<file path="config.mk">
export PLATFORM = sky130hd
export DESIGN_NAME = decoder_scan_sequencer
export DESIGN_NICKNAME = d
export VERILOG_FILES = /design/src/rtl/decoder_scan_pkg.sv /design/src/rtl/scan_dwell_timer.sv /design/src/rtl/decoder_scan_sequencer.sv
export SDC_FILE = /design/constraint.sdc
export NUM_CORES = 1
export LEC_CHECK = 0
export CORE_UTILIZATION = 39
export CTS_BUF_LIST = sky130_fd_sc_hd__clkbuf_2
export DETAILED_ROUTE_END_ITERATION = 16
export PLACE_DENSITY = 0.65
export SETUP_SLACK_MARGIN = 0.02
export SKIP_CTS_REPAIR_TIMING = 1
export SYNTH_ARGS = -nofsm -noshare
export SYNTH_HDL_FRONTEND = slang
export SYNTH_HIERARCHICAL = 1
export SYNTH_SLANG_ARGS = --single-unit
</file>
<file path="constraint.sdc">
create_clock -name clk -period 2 [get_ports clk]
set_clock_uncertainty 0.1 [all_clocks]
set_input_delay 0.6 -clock clk [delete_from_list [all_inputs] [get_ports clk]]
set_output_delay 0.6 -clock clk [all_outputs]
set_load 0.05 [all_outputs]
</file>
<file path="src/rtl/decoder_scan_pkg.sv">
// Shared definitions for the decoder scan sequencer: default widths,
// decoder address space size and the sequencer state encoding.
package decoder_scan_pkg;

  localparam int ADDR_W_DEF  = 6;
  localparam int DWELL_W_DEF = 4;
  localparam int SCAN_SPACE  = 64;

  typedef enum logic [1:0] {
    IDLE = 2'd0,
    RUN  = 2'd1,
    DONE = 2'd2
  } scan_state_t;

endpackage

</file>
<file path="src/rtl/scan_dwell_timer.sv">
// Loadable down-counter that times how long each address is held.
// Load has priority over hold; the count parks at zero, where tc is high.
module scan_dwell_timer
  import decoder_scan_pkg::*;
#(
  parameter int W = DWELL_W_DEF
) (
  input  logic         clk,
  input  logic         rst_n,
  input  logic         load,
  input  logic [W-1:0] load_val,
  input  logic         hold,
  output logic         tc
);

  logic [W-1:0] cnt_q;
  logic [W-1:0] cnt_d;

  // Next count: reload, otherwise decrement unless frozen or already at zero.
  always_comb begin
    cnt_d = cnt_q;
    if (load) begin
      cnt_d = load_val;
    end else if (!hold && (cnt_q != '0)) begin
      cnt_d = cnt_q - 1'b1;
    end
  end

  // Counter register with synchronous active-low reset.
  always_ff @(posedge clk) begin
    if (!rst_n) begin
      cnt_q <= '0;
    end else begin
      cnt_q <= cnt_d;
    end
  end

  assign tc = (cnt_q == '0);

endmodule

</file>
<file path="src/rtl/decoder_scan_sequencer.sv">
// Address generator feeding decoder_6x64: on start it walks a run of
// consecutive addresses, holding each for dwell+1 cycles, with stall,
// abort and a one-cycle done pulse. All outputs are registered.
// Optional continuous scanning is enabled by defining SCAN_LOOP_EN,
// which adds the loop input.
module decoder_scan_sequencer
  import decoder_scan_pkg::*;
#(
  parameter int ADDR_W  = ADDR_W_DEF,
  parameter int DWELL_W = DWELL_W_DEF
) (
  input  logic               clk,
  input  logic               rst_n,
  input  logic               start,
  input  logic [ADDR_W-1:0]  base,
  input  logic [ADDR_W:0]    count,
  input  logic [DWELL_W-1:0] dwell,
  input  logic               hold,
  input  logic               abort,
`ifdef SCAN_LOOP_EN
  input  logic               loop,
`endif
  output logic               dec_en,
  output logic [ADDR_W-1:0]  dec_addr,
  output logic               busy,
  output logic               done
);

  // Largest meaningful run length: the whole address space.
  localparam logic [ADDR_W:0] MAX_CNT = {1'b1, {ADDR_W{1'b0}}};

  scan_state_t        state_q, state_d;
  logic               dec_en_q, dec_en_d;
  logic [ADDR_W-1:0]  addr_q, addr_d;
  logic               busy_q, busy_d;
  logic               done_q, done_d;
  logic [ADDR_W:0]    rem_q, rem_d;     // addresses still to visit after the current one
  logic [DWELL_W-1:0] dwell_q, dwell_d;
`ifdef SCAN_LOOP_EN
  logic [ADDR_W-1:0]  base_q, base_d;
  logic [ADDR_W:0]    cnt_q, cnt_d;
  logic               loop_q, loop_d;
`endif

  logic [ADDR_W:0]    count_sat;
  logic               timer_load;
  logic               timer_hold;
  logic [DWELL_W-1:0] timer_val;
  logic               timer_tc;

  assign count_sat = (count > MAX_CNT) ? MAX_CNT : count;

  // The run start loads the fresh dwell input; later reloads use the latched copy.
  assign timer_val  = (state_q == IDLE) ? dwell : dwell_q;
  // Dwell counting only advances in RUN while neither stalled nor aborting.
  assign timer_hold = (state_q != RUN) | hold | abort;

  scan_dwell_timer #(.W(DWELL_W)) u_timer (
    .clk      (clk),
    .rst_n    (rst_n),
    .load     (timer_load),
    .load_val (timer_val),
    .hold     (timer_hold),
    .tc       (timer_tc)
  );

  // Next-state and next-output logic of the scan FSM.
  always_comb begin
    state_d    = state_q;
    dec_en_d   = dec_en_q;
    addr_d     = addr_q;
    busy_d     = busy_q;
    done_d     = 1'b0;
    rem_d      = rem_q;
    dwell_d    = dwell_q;
    timer_load = 1'b0;
`ifdef SCAN_LOOP_EN
    base_d     = base_q;
    cnt_d      = cnt_q;
    loop_d     = loop_q;
`endif
    case (state_q)
      IDLE: begin
        dec_en_d = 1'b0;
        busy_d   = 1'b0;
        if (start) begin
          dwell_d = dwell;
`ifdef SCAN_LOOP_EN
          base_d  = base;
          cnt_d   = count_sat;
          loop_d  = loop;
`endif
          if (count_sat == '0) begin
            state_d = DONE;
            done_d  = 1'b1;
          end else begin
            state_d    = RUN;
            dec_en_d   = 1'b1;
            busy_d     = 1'b1;
            addr_d     = base;
            rem_d      = count_sat - 1'b1;
            timer_load = 1'b1;
          end
        end
      end
      RUN: begin
        if (abort) begin
          state_d  = IDLE;
          dec_en_d = 1'b0;
          busy_d   = 1'b0;
        end else if (!hold && timer_tc) begin
          if (rem_q == '0) begin
`ifdef SCAN_LOOP_EN
            if (loop_q) begin
              addr_d     = base_q;
              rem_d      = cnt_q - 1'b1;
              timer_load = 1'b1;
            end else begin
              state_d  = DONE;
              dec_en_d = 1'b0;
              busy_d   = 1'b0;
              done_d   = 1'b1;
            end
`else
            state_d  = DONE;
            dec_en_d = 1'b0;
            busy_d   = 1'b0;
            done_d   = 1'b1;
`endif
          end else begin
            addr_d     = addr_q + 1'b1;
            rem_d      = rem_q - 1'b1;
            timer_load = 1'b1;
          end
        end
      end
      DONE: begin
        state_d  = IDLE;
        dec_en_d = 1'b0;
        busy_d   = 1'b0;
      end
      default: begin
        state_d  = IDLE;
        dec_en_d = 1'b0;
        busy_d   = 1'b0;
      end
    endcase
  end

  // FSM state and registered outputs; reset wins over every other input.
  always_ff @(posedge clk) begin
    if (!rst_n) begin
      state_q  <= IDLE;
      dec_en_q <= 1'b0;
      addr_q   <= '0;
      busy_q   <= 1'b0;
      done_q   <= 1'b0;
      rem_q    <= '0;
      dwell_q  <= '0;
`ifdef SCAN_LOOP_EN
      base_q   <= '0;
      cnt_q    <= '0;
      loop_q   <= 1'b0;
`endif
    end else begin
      state_q  <= state_d;
      dec_en_q <= dec_en_d;
      addr_q   <= addr_d;
      busy_q   <= busy_d;
      done_q   <= done_d;
      rem_q    <= rem_d;
      dwell_q  <= dwell_d;
`ifdef SCAN_LOOP_EN
      base_q   <= base_d;
      cnt_q    <= cnt_d;
      loop_q   <= loop_d;
`endif
    end
  end

  assign dec_en   = dec_en_q;
  assign dec_addr = addr_q;
  assign busy     = busy_q;
  assign done     = done_q;

endmodule

</file>
==> results of run 1 <==
-- worst max path at each step --
stage          slack (ns)          endpoint  cells past startpoint
6_report            0.006          rem_q[6]                      9
5_1_grt             -0.02  u_timer/cnt_q[1]                     10
4_1_cts             -0.15  u_timer/cnt_q[1]                      8
3_5_place_dp        -0.55  u_timer/cnt_q[1]                      8
3_3_place_gp        -0.52          rem_q[6]                      7
2_1_floorplan        0.01  u_timer/cnt_q[2]                     10
-- cell type report --
cell class | count | area, um2 | area share [%]
Timing Repair Buffer | 77 | 724 | 29.1
Tap cell | 50 | 62.6 | 2.51
Multi-Input combinational cell | 149 | 1150 | 46.1
Clock buffer | 4 | 20.0 | 0.804
Inverter | 6 | 25.0 | 1.01
Sequential cell | 25 | 510 | 20.5
-- cell families (layout without fill, tap and decap cells) --
logic type      count (synthesis)  count (layout)  synth area share (%)
buf+inv                        16              87                  5.53
simple gates                   83              83                  29.4
flops                          25              25                  30.3
mux                            12              12                  7.65
fa+ha+maj                       3               3                  2.27
compound gates                 51              51                  24.8
-- through the flow --
stage                     setup TNS (ns)  cells
after floorplan                        0    190
after global placement             -8.43    302
after detailed placement           -8.96    302
after CTS                          -1.26    306
after global routing             -0.0479    311
final                                  0    311
-- power groups by stage --
stage          combinational (mW)  sequential [mW]  clock, mW
3_3_place_gp                0.569            0.607          0
3_5_place_dp                0.573            0.608          0
5_1_grt                     0.665            0.608      0.237
4_1_cts                     0.577            0.598      0.215
2_1_floorplan               0.293            0.631          0
6_report                    0.619            0.602      0.200
-- registers in the layout (all words and copies together), names as in the netlist --
register	count
dwell_q	4
done	1
dec_addr	6
rem_q	7
state_q	2
u_timer/cnt_q	4
busy	1
-- worst max-delay path, delay by kind of cell --
kind	cells	cell delay, ns
buffers and inverters	4	0.90
AO/OA/AOI/OAI	3	0.54
AND/OR/NAND/NOR	2	0.12
-- metal layers --
layer	vias up	wire length [um]	global-route usage, %
met5	-	0	0
met2	44	2200	32.9
met3	0	156	2.05
met4	0	0	6.38
met1	790	2030	26.4
li1	845	-	-
-- cell usage after synthesis (4+ instances only) --
cell type	number	share of area, %
dfxtp_1	25	30
nand2_1	20	4.5
nand3_1	11	3.3
nor2_1	11	2.5
a21boi_1	7	3.2
mux2i_1	7	4.2
nor2b_1	7	2.7
a31oi_1	5	1.9
mux2_2	5	3.4
o21ai_0	5	1.5
o21ai_1	5	1.5
a21oi_1	4	1.2
and3b_1	4	2.1
inv_1	4	0.91
nand2b_1	4	1.5
nor3_1	4	1.2
nor4_1	4	1.5
o211a_1	4	2.4
==> results.yml, run 1 <==
floorplan:
  core_area_um2: 4030
  ioPinCount: 31
  die_w_um: 67.1
  dieArea_um2: 4500
  initial_utilization_pct: 41.0
  rows: 23
  dieHeight_um: 67.1
logic_synthesis:
  synthesis.area_um2: 1650
  synth_seq_area_share_pct: 30.3
  synthCells: 190
  ys_ff_latch: 25
  synth.distinct_cells: 57
  synthArstFlopShare_pct: 0
  synth_warnings: 6
  syn_area_per_cell_um2: 8.69
  synth_edf_count: 0
  ys.flop_type: "dfxtp_1"
  synth_nets: 215
layout:
  drive_above_1_share_pct: 36.4
  syn_to_final_growth_pct: 50.7
  nets: 287
  fin_area_um2: 2490
  diodes: 0
  final_common_cell: "buf_4"
  mostFrequentLayoutCells: "48 x buf_4, 21 x dfxtp_1, 20 x nand2_1"
  nFillCells: 343
  final_util_pct: 61.8
timing:
  fin_ws_ns: 0.00610
  hold_viol: 0
  fin_hold_ws_ns: 0.401
  min_period_ns: 1.99
  rsz0062_at_grt: "yes"
  maxSlewHeadroom_pct: 71.3
  max_freq_mhz: 502
  worst_slew_pin_slew_ns: 0.428
  period_share_pct: 99.7
  setup_viol: 0
  slew_viol_final: 0
critical_path:
  ff2ff_path_depth: 7
  worstSetupStartpointType: "input port"
  worst_setup_path_end_kind: "flop"
  cp.arrival_ns: 2.15
  cp_max_fo: 4
  reg2reg_slack_ns: 0.02
  cp_slowest_stage_delay_ns: 0.51
  crit_type: "in2reg"
  worstReg2RegStart: "state_q[0]"
  crit_path_top_delay_cell: "clkdlybuf4s50_1"
  critPathRequiredTime_ns: 2.16
  crit_top_cell: "buf_6"
  r2r_end: "rem_q[6]"
  startpoint: "count[5]"
  cp_cell_sequence: "clkdlybuf4s50_1, nor3_2, buf_4, a21boi_4, nor2_4, buf_6, buf_6, o2bb2ai_1, o31a_1"
clock_tree:
  cts_tree: "done"
  numCtsBuffers: 3
  ctsHtreeMaxLevel: 1
  root_buffer: "clkbuf_2"
  clk_latency_ns: 0.34
  cts.sinks: 25
  clkTransAtPathRegs_ns: 0.22
  cts_buffer_depth: 2
worst_hold_path:
  whs_endpoint: "rem_q[4]"
  holdPathStages: 2
  hold_class: "reg2reg"
  hp-start: "rem_q[4]"
power:
  p_clk_share_pct: 14.1
  p_leak_nw: 1.12
  p_int_mw: 0.927
  powerDensity_nw_per_um2: 571
  ir_drop_mv: 0.375
  p_sw_share_pct: 34.8
  seq_power_share_pct: 42.4
  combPwrFrac_pct: 43.6
  switchingPower_mw: 0.494
  total_power_mw: 1.42
global_route:
  grt-ovfl-total: 0
  grt_usage_pct: 19.8
  grt_pass1_vias: 1514
  antenna_found_initial: 0
  grt_max_degree: 14
  grt_first_pass_wirelength_um: 6800
place:
  port-buffer-count: 30
  placed_area_um2: 2320
  pre_cts_slack_ns: -0.547
  dp_hpwl_um: 3290
  place.gp.congestion: 0.879
routing:
  finalWirelength_um: 4380
  wire_per_inst_um: 14.1
  ant_nets: 0
  drtIter0Drc: 90
  dr.pass1.iters: 4
  via_per_inst: 5.40
  drc: 0
  vias: 1679
outcome:
  outcome: "finished, final reports clean"
job:
  drv_cap: 0
Power figures use the tool's default switching activity.
==> run 2, diff against run 1 <==
--- a/config.mk
+++ b/config.mk
@@ -5,11 +5,11 @@
 export SDC_FILE = /design/constraint.sdc
 export NUM_CORES = 1
 export LEC_CHECK = 0
-export CORE_UTILIZATION = 39
+export CORE_ASPECT_RATIO = 0.7
+export CORE_UTILIZATION = 49
 export CTS_BUF_LIST = sky130_fd_sc_hd__clkbuf_2
 export DETAILED_ROUTE_END_ITERATION = 16
-export PLACE_DENSITY = 0.65
-export SETUP_SLACK_MARGIN = 0.02
+export PLACE_DENSITY = 0.79
 export SKIP_CTS_REPAIR_TIMING = 1
 export SYNTH_ARGS = -nofsm -noshare
 export SYNTH_HDL_FRONTEND = slang
==> run 2 against run 1 <==
Effect of this change:
- sequential power about the same
- critical path type is now reg2reg
- cell area decreased by 2.1%
- die area decreased by 20%
- non-clock buffer count decreased by 5
- clock power about the same
- largest cell class unchanged
- the flow now finishes with violations (DRC, setup timing)
- worst setup slack got worse by 0.035 ns
==> results.yml, run 2 (synthesis gave the netlist of run 1 again) <==
clock_tree:
  cts.sinks: 25
  ctsHtreeMaxLevel: 1
  clk_latency_ns: 0.35
  cts_buffer_depth: 2
  clkTransAtPathRegs_ns: 0.23
  root_buffer: "clkbuf_2"
  numCtsBuffers: 3
  cts_tree: "done"
routing:
  drtIter0Drc: 95
  vias: 1716
  wire_per_inst_um: 16.2
  ant_nets: 0
  via_per_inst: 5.84
  drc: 2
  dr.pass1.iters: 11
  finalWirelength_um: 4760
critical_path:
  cp.arrival_ns: 2.21
  crit_path_top_delay_cell: "nor4_1"
  crit_top_cell: "buf_4"
  critPathRequiredTime_ns: 2.18
  crit_type: "reg2reg"
  cp_max_fo: 3
  cp_slowest_stage_delay_ns: 0.43
  worstSetupStartpointType: "flop"
  cp_cell_sequence: "nor4_1, buf_4, a211oi_4, buf_4, o21ai_0, a21boi_1, o31a_1"
  worst_setup_path_end_kind: "flop"
  reg2reg_slack_ns: -0.03
layout:
  layoutNonFillerInstCount: 294
  nFillCells: 231
  syn_to_final_growth_pct: 47.6
  nets: 282
  top_register: "rem_q"
  final_util_pct: 76.4
  mostFrequentLayoutCells: "44 x buf_4, 22 x dfxtp_1, 20 x nand2_1"
  fin_area_um2: 2440
  final_common_cell: "buf_4"
  drive_above_1_share_pct: 35.5
  diodes: 0
  largest_reg_flops: 7
timing:
  rsz0062_at_grt: "yes"
  hold_viol: 0
  min_period_ns: 2.03
  setup_viol: 2
  worst_slew_pin_slew_ns: 0.417
  fin_ws_ns: -0.0292
  period_share_pct: 101
  slew_viol_final: 0
  setup_tns_ns: -0.0331
  max_freq_mhz: 493
  fin_hold_ws_ns: 0.404
  maxSlewHeadroom_pct: 71.9
place:
  dp_hpwl_um: 3430
  placed_area_um2: 2270
  port-buffer-count: 30
  placed_cells: 287
  place.gp.congestion: 0.869
  pre_cts_slack_ns: -0.620
power:
  combPwrFrac_pct: 43.7
  powerDensity_nw_per_um2: 584
  total_power_mw: 1.42
  ir_drop_mv: 0.404
  p_int_mw: 0.908
  seq_power_share_pct: 42.2
  p_leak_nw: 1.09
  switchingPower_mw: 0.516
  p_sw_share_pct: 36.2
  p_clk_share_pct: 14.1
global_route:
  grt_first_pass_wirelength_um: 7590
  antenna_found_initial: 0
  grt_max_degree: 17
  grt_pass1_vias: 1619
  grt_usage_pct: 27.2
  grt-ovfl-total: 0
floorplan:
  dieHeight_um: 50.6
  dieArea_um2: 3610
  die_w_um: 71.4
  initial_utilization_pct: 51.8
  rows: 17
  ioPinCount: 31
  core_area_um2: 3190
outcome:
  violations: "DRC, setup timing"
  outcome: "finished, violations left"
job:
  drv_cap: 0
worst_hold_path:
  hold_class: "reg2reg"
[run 2: final timing paths]
check / startpoint / endpoint / depth (start not counted)
max: rem_q[4] / rem_q[6] / 7
min: dec_addr[5] / dec_addr[5] / 2
max reg2reg: rem_q[4] / rem_q[6] / 7
min reg2reg: dec_addr[5] / dec_addr[5] / 2
[run 2: power groups by stage]
| stage | clock, mW | combinational (mW) | sequential (mW) |
|---|---|---|---|
| floorplan | 0 | 0.293 | 0.631 |
| global placement | 0 | 0.550 | 0.603 |
| detailed placement | 0 | 0.563 | 0.607 |
| CTS | 0.210 | 0.567 | 0.597 |
| global route | 0.223 | 0.667 | 0.609 |
| finish | 0.201 | 0.622 | 0.601 |
[run 2: cell type report]
type,count,area [um2],area share [%]
Clock buffer,3,15.0,0.616
Clock inverter,1,5.00,0.205
Inverter,6,27.5,1.13
Multi-Input combinational cell,149,1160,47.7
Sequential cell,25,507,20.8
Tap cell,38,47.5,1.95
Timing Repair Buffer,72,672,27.6
[run 2: per-layer routing]
layer,up-vias,share of wire (%),track usage [%]
li1,834,-,-
met2,56,48,47.6
met1,820,45,35.3
met4,0,1.2,5.00
met5,-,0,0
met3,6,5.3,5.02
[run 2: critical path, delay by kind of cell (launching register included)]
kind	cells	cell delay, ns
compound gates	4	0.69
buf+inv	2	0.37
simple gates	1	0.43
flops	1	0.39
